`src/rtl/trig_pkg.sv`:
```
// Shared sizing defaults and FSM state encoding for the trigger-count snapshot stage.
package trig_pkg;

  localparam int unsigned NUM_CHAN = 5;
  localparam int unsigned CNT_W    = 20;
  localparam int unsigned CHAN_W   = 3;

  typedef enum logic [1:0] {
    IDLE = 2'd0,
    INIT = 2'd1,
    SEND = 2'd2
  } state_t;

endpackage

```
`src/rtl/trigger_count_snapshot.sv`:
```
// Buffer-swap controller: flips the active buffer, clears the trigger counters,
// snapshots the closed buffer's counts and streams them out over valid/ready.
module trigger_count_snapshot #(
  parameter int unsigned NUM_CHAN = trig_pkg::NUM_CHAN,
  parameter int unsigned CNT_W    = trig_pkg::CNT_W,
  parameter int unsigned CHAN_W   = trig_pkg::CHAN_W
) (
  input  logic                      clk,
  input  logic                      rst,
  input  logic                      swap_req,
  output logic                      swap_busy,
  output logic                      swap_err,
  output logic                      buf_sel,
  input  logic [NUM_CHAN*CNT_W-1:0] trig_cnt,
  output logic [NUM_CHAN-1:0]       cnt_init,
  output logic                      cnt_valid,
  input  logic                      cnt_ready,
  output logic [CHAN_W-1:0]         cnt_chan,
  output logic                      cnt_buf,
  output logic [CNT_W-1:0]          cnt_data
);
  import trig_pkg::*;

  localparam logic [CHAN_W-1:0] LAST_CHAN = CHAN_W'(NUM_CHAN - 1);

  state_t            state;
  logic [CNT_W-1:0]  snap [NUM_CHAN];
  logic [CHAN_W-1:0] next_chan;

  // Counters must read zero when reset releases, so init is driven straight from rst.
  assign cnt_init  = {NUM_CHAN{rst || (state == INIT)}};
  assign next_chan = cnt_chan + CHAN_W'(1);

  always_ff @(posedge clk) begin
    if (rst) begin
      state     <= IDLE;
      buf_sel   <= 1'b0;
      swap_busy <= 1'b0;
      swap_err  <= 1'b0;
      cnt_valid <= 1'b0;
      cnt_chan  <= '0;
      cnt_buf   <= 1'b0;
      cnt_data  <= '0;
      for (int k = 0; k < int'(NUM_CHAN); k++) snap[k] <= '0;
    end else begin
      case (state)
        IDLE: begin
          if (swap_req) begin
            state     <= INIT;
            buf_sel   <= ~buf_sel;
            cnt_buf   <= buf_sel;
            swap_busy <= 1'b1;
          end
        end
        INIT: begin
          // Counts sampled here include every enable up to the request cycle.
          for (int k = 0; k < int'(NUM_CHAN); k++) snap[k] <= trig_cnt[k*CNT_W +: CNT_W];
          cnt_chan  <= '0;
          cnt_data  <= trig_cnt[CNT_W-1:0];
          cnt_valid <= 1'b1;
          state     <= SEND;
          if (swap_req) swap_err <= 1'b1;
        end
        SEND: begin
          if (swap_req) swap_err <= 1'b1;
          if (cnt_ready) begin
            if (cnt_chan == LAST_CHAN) begin
              state     <= IDLE;
              cnt_valid <= 1'b0;
              swap_busy <= 1'b0;
            end else begin
              cnt_chan <= next_chan;
              cnt_data <= snap[next_chan];
            end
          end
        end
        default: state <= IDLE;
      endcase
    end
  end

endmodule

```
`config.mk`:
```
export PLATFORM = sky130hd
export DESIGN_NAME = trigger_count_snapshot
export DESIGN_NICKNAME = d
export VERILOG_FILES = /design/src/rtl/trig_pkg.sv /design/src/rtl/trigger_count_snapshot.sv
export SDC_FILE = /design/constraint.sdc
export NUM_CORES = 1
export LEC_CHECK = 0
export BUFFER_PORTS_ARGS = -buffer_cell sky130_fd_sc_hd__buf_2
export CAP_MARGIN = 20
export CORE_ASPECT_RATIO = 1.2
export CORE_UTILIZATION = 54
export CTS_CLUSTER_SIZE = 24
export DETAILED_ROUTE_END_ITERATION = 8
export PLACE_DENSITY = 0.8
export SYNTH_ARGS = -nofsm -noshare
export SYNTH_HDL_FRONTEND = slang
export SYNTH_SLANG_ARGS = --single-unit
```
`constraint.sdc`:
```
create_clock -name clk -period 2.7 [get_ports clk]
set_input_delay 0.135 -clock clk [delete_from_list [all_inputs] [get_ports clk]]
set_output_delay 0.135 -clock clk [all_outputs]
set_load 0.02 [all_outputs]
```
==> impl_metrics.tcl <==
set metrics [dict create \
    outcome "finished, final reports clean" \
    wirelength_mm 13.2 \
    core_sq_um 10600 \
    setup_viol 0 \
    root_buffer "clkbuf_16" \
    finalSetupTns_ns 0 \
    antenna_found_initial 0 \
    row_count 41 \
    powerDensity_nw_per_um2 1010 \
    p_leak_nw 3.26 \
    synth_cells 437 \
    io_pins 137 \
    placed_cells 684 \
    wl_per_cell_microns 17.3 \
    critPathSlowestCell "ha_1" \
    h-tree-depth 4 \
    hold_viol 0 \
    instances_no_fill 761 \
    postCtsHoldBufs 44 \
    rsz0062_at_grt "false" \
    dieHeight_microns 117 \
    grt_overflow 0 \
    skew_ns 0.00995 \
    grt_pass1_vias 4150 \
    ys_ff_latch 130 \
    critical_path.top_delay_family "buffers and inverters" \
    netlist_area_sq_um 5920 \
    viasPerCell 5.27 \
    synthFlopType "edfxtp_1" \
    clockBufferDepth 2 \
    die-width_microns 97.6 \
    worstHoldPathType "in -> reg" \
    r2r_setup_slack_ns 0.46 \
    worst_slew_pin_slew_ns 0.603 \
    ir_drop_v 0.000649 \
    drc 0 \
    end_kind "output pin" \
    drt-initial-drc-count 240 \
    crit_chain "inv_1 -> ha_1 -> or2_4 -> buf_12 -> buf_2" \
    max_freq_ghz 0.424 \
    cts_tree "done" \
    clk_pin_slew_ns 0.05 \
    grt_pass1_wl_mm 20.6 \
    layout-drive-gt1-share 0.377 \
    syn_nets 548 \
    area_growth_pct 32.0 \
    synth-async-reset-ratio 0 \
    die_area_sq_um 11400 \
    cp_max_fo 105 \
    final_common_cell "buf_2" \
    slew-limit-headroom 0.598 \
    postCtsResizedCells 0 \
    port_buffers 136 \
    crit_path_start_kind "flop" \
    grt_usage 0.240 \
    min_period_ns 2.36 \
    path_class "reg -> out" \
    yosysWarnings 0 \
    synth_edf_count 100 \
    postRouteAntennaNets 0 \
    synth_seq_area_share 0.609 \
    final_cell_mix "buf_2, and2_1, edfxtp_1, nor2_1, dlygate4sd3_1" \
    ys_types 34 \
    cp_data_required_time_ns 2.57 \
    synth_area_per_cell_sq_um 13.5 \
    dr.pass1.iters 6 \
    place_congestion 0.770 \
    maxCapViolations 0 \
    nets 729 \
    numClockSinks 130 \
    timing.final.crit_share 0.874 \
    grt_max_degree 106 \
    critical_path.max_stage_delay_ns 0.39 \
    nFillCells 669 \
    dp_hpwl_mm 8.17 \
    clk-insertion-delay-late_ns 0.41 \
    dr_total_vias 4008 \
    slew_violations 0 \
    cts_setup_buffers 0 \
    worstPathArrival_ns 2.23 \
    cts_made_buffers 17 \
    start_util 0.560 \
    cp_num_buf_inv 3 \
]
[area by class of cell]
class | count | area, sq um | share of cell area
Multi-Input combinational cell | 269 | 2140 | 0.274
Antenna cell | 1 | 2.50 | 0.000320
Inverter | 6 | 22.5 | 0.00288
Sequential cell | 130 | 3600 | 0.461
Tap cell | 129 | 161 | 0.0206
Clock buffer | 19 | 433 | 0.0554
Clock inverter | 13 | 214 | 0.0274
Timing Repair Buffer | 194 | 1240 | 0.158
[logic make-up (layout without fill, tap and decap cells)]
group / after synthesis / in the layout / share of synthesized area
adder cells (fa/ha/maj): 7 / 7 / 0.0148
flip-flops: 130 / 130 / 0.609
XOR/XNOR: 2 / 2 / 0.00296
multiplexers: 41 / 41 / 0.112
AND/OR/NAND/NOR: 203 / 203 / 0.210
AO/OA/AOI/OAI: 16 / 16 / 0.0203
buffers and inverters: 38 / 232 / 0.0317
other: 0 / 1 / 0
[Yosys cell counts, drive strengths merged, types with 5 or more instances]
cell	instances	area, sq um
and2	100	626
edfxtp	100	3000
nor2	45	176
dfxtp	30	601
clkbuf	22	82.6
mux2i	21	210
mux4	20	450
nor4	20	219
or2	20	125
buf	10	82.6
a21oi	8	40.0
ha	7	87.6
inv	6	22.5
nand2	5	18.8
[worst paths after layout]
path / to / start / depth (start not counted)
worst max-delay path: cnt_init[0] / state[1] / 5
worst min-delay path: snap[3][15] / trig_cnt[75] / 2
worst max register to register: cnt_data[3] / state[0] / 7
worst min register to register: cnt_buf / cnt_buf / 2
[routing by layer]
metal | vias to the layer above | share of wire | track usage
li1 | 1911 | - | -
met1 | 1943 | 0.40 | 0.276
met2 | 126 | 0.53 | 0.430
met3 | 28 | 0.037 | 0.0527
met4 | 0 | 0.027 | 0.118
met5 | - | 0 | 0
[registers in the layout, summed over array words and instances (netlist names)]
name       flops
buf_sel        1
cnt_buf        1
cnt_chan       3
cnt_data      20
cnt_valid      1
snap         100
state          2
swap_busy      1
swap_err       1
[worst register-to-register path, delay by kind of cell (launching register included)]
family,cells,cell delay (ns)
buffers and inverters,2,0.51
AND/OR/NAND/NOR,2,0.35
AO/OA/AOI/OAI,1,0.24
flip-flops,1,0.32
multiplexers,1,0.15
adder cells (fa/ha/maj),1,0.56
[where the power goes]
group	switching [W]	internal, W	leakage, nW
logic	0.00122	0.000951	1.64
clock network	0.000815	0.00172	0.313
registers	0.000233	0.00295	1.31
total	0.00227	0.00561	3.26
[per-stage QoR]
step / total power (W) / hold slack [ns] / area, sq um / setup slack, ns / utilization
3_3_place_gp: 0.00520 / 0.412 / 6730 / 0.639 / 0.637
4_1_cts: 0.00792 / 0.000574 / 7810 / 0.340 / 0.739
3_5_place_dp: 0.00533 / 0.414 / 6730 / 0.498 / 0.637
2_1_floorplan: 0.00473 / 0.218 / 5920 / 0.157 / -
6_report: 0.00788 / 0.00772 / 7820 / 0.340 / 0.740
5_1_grt: 0.00822 / 0.00401 / 7810 / 0.263 / 0.739
No activity file was read; power rests on OpenSTA's default activity.
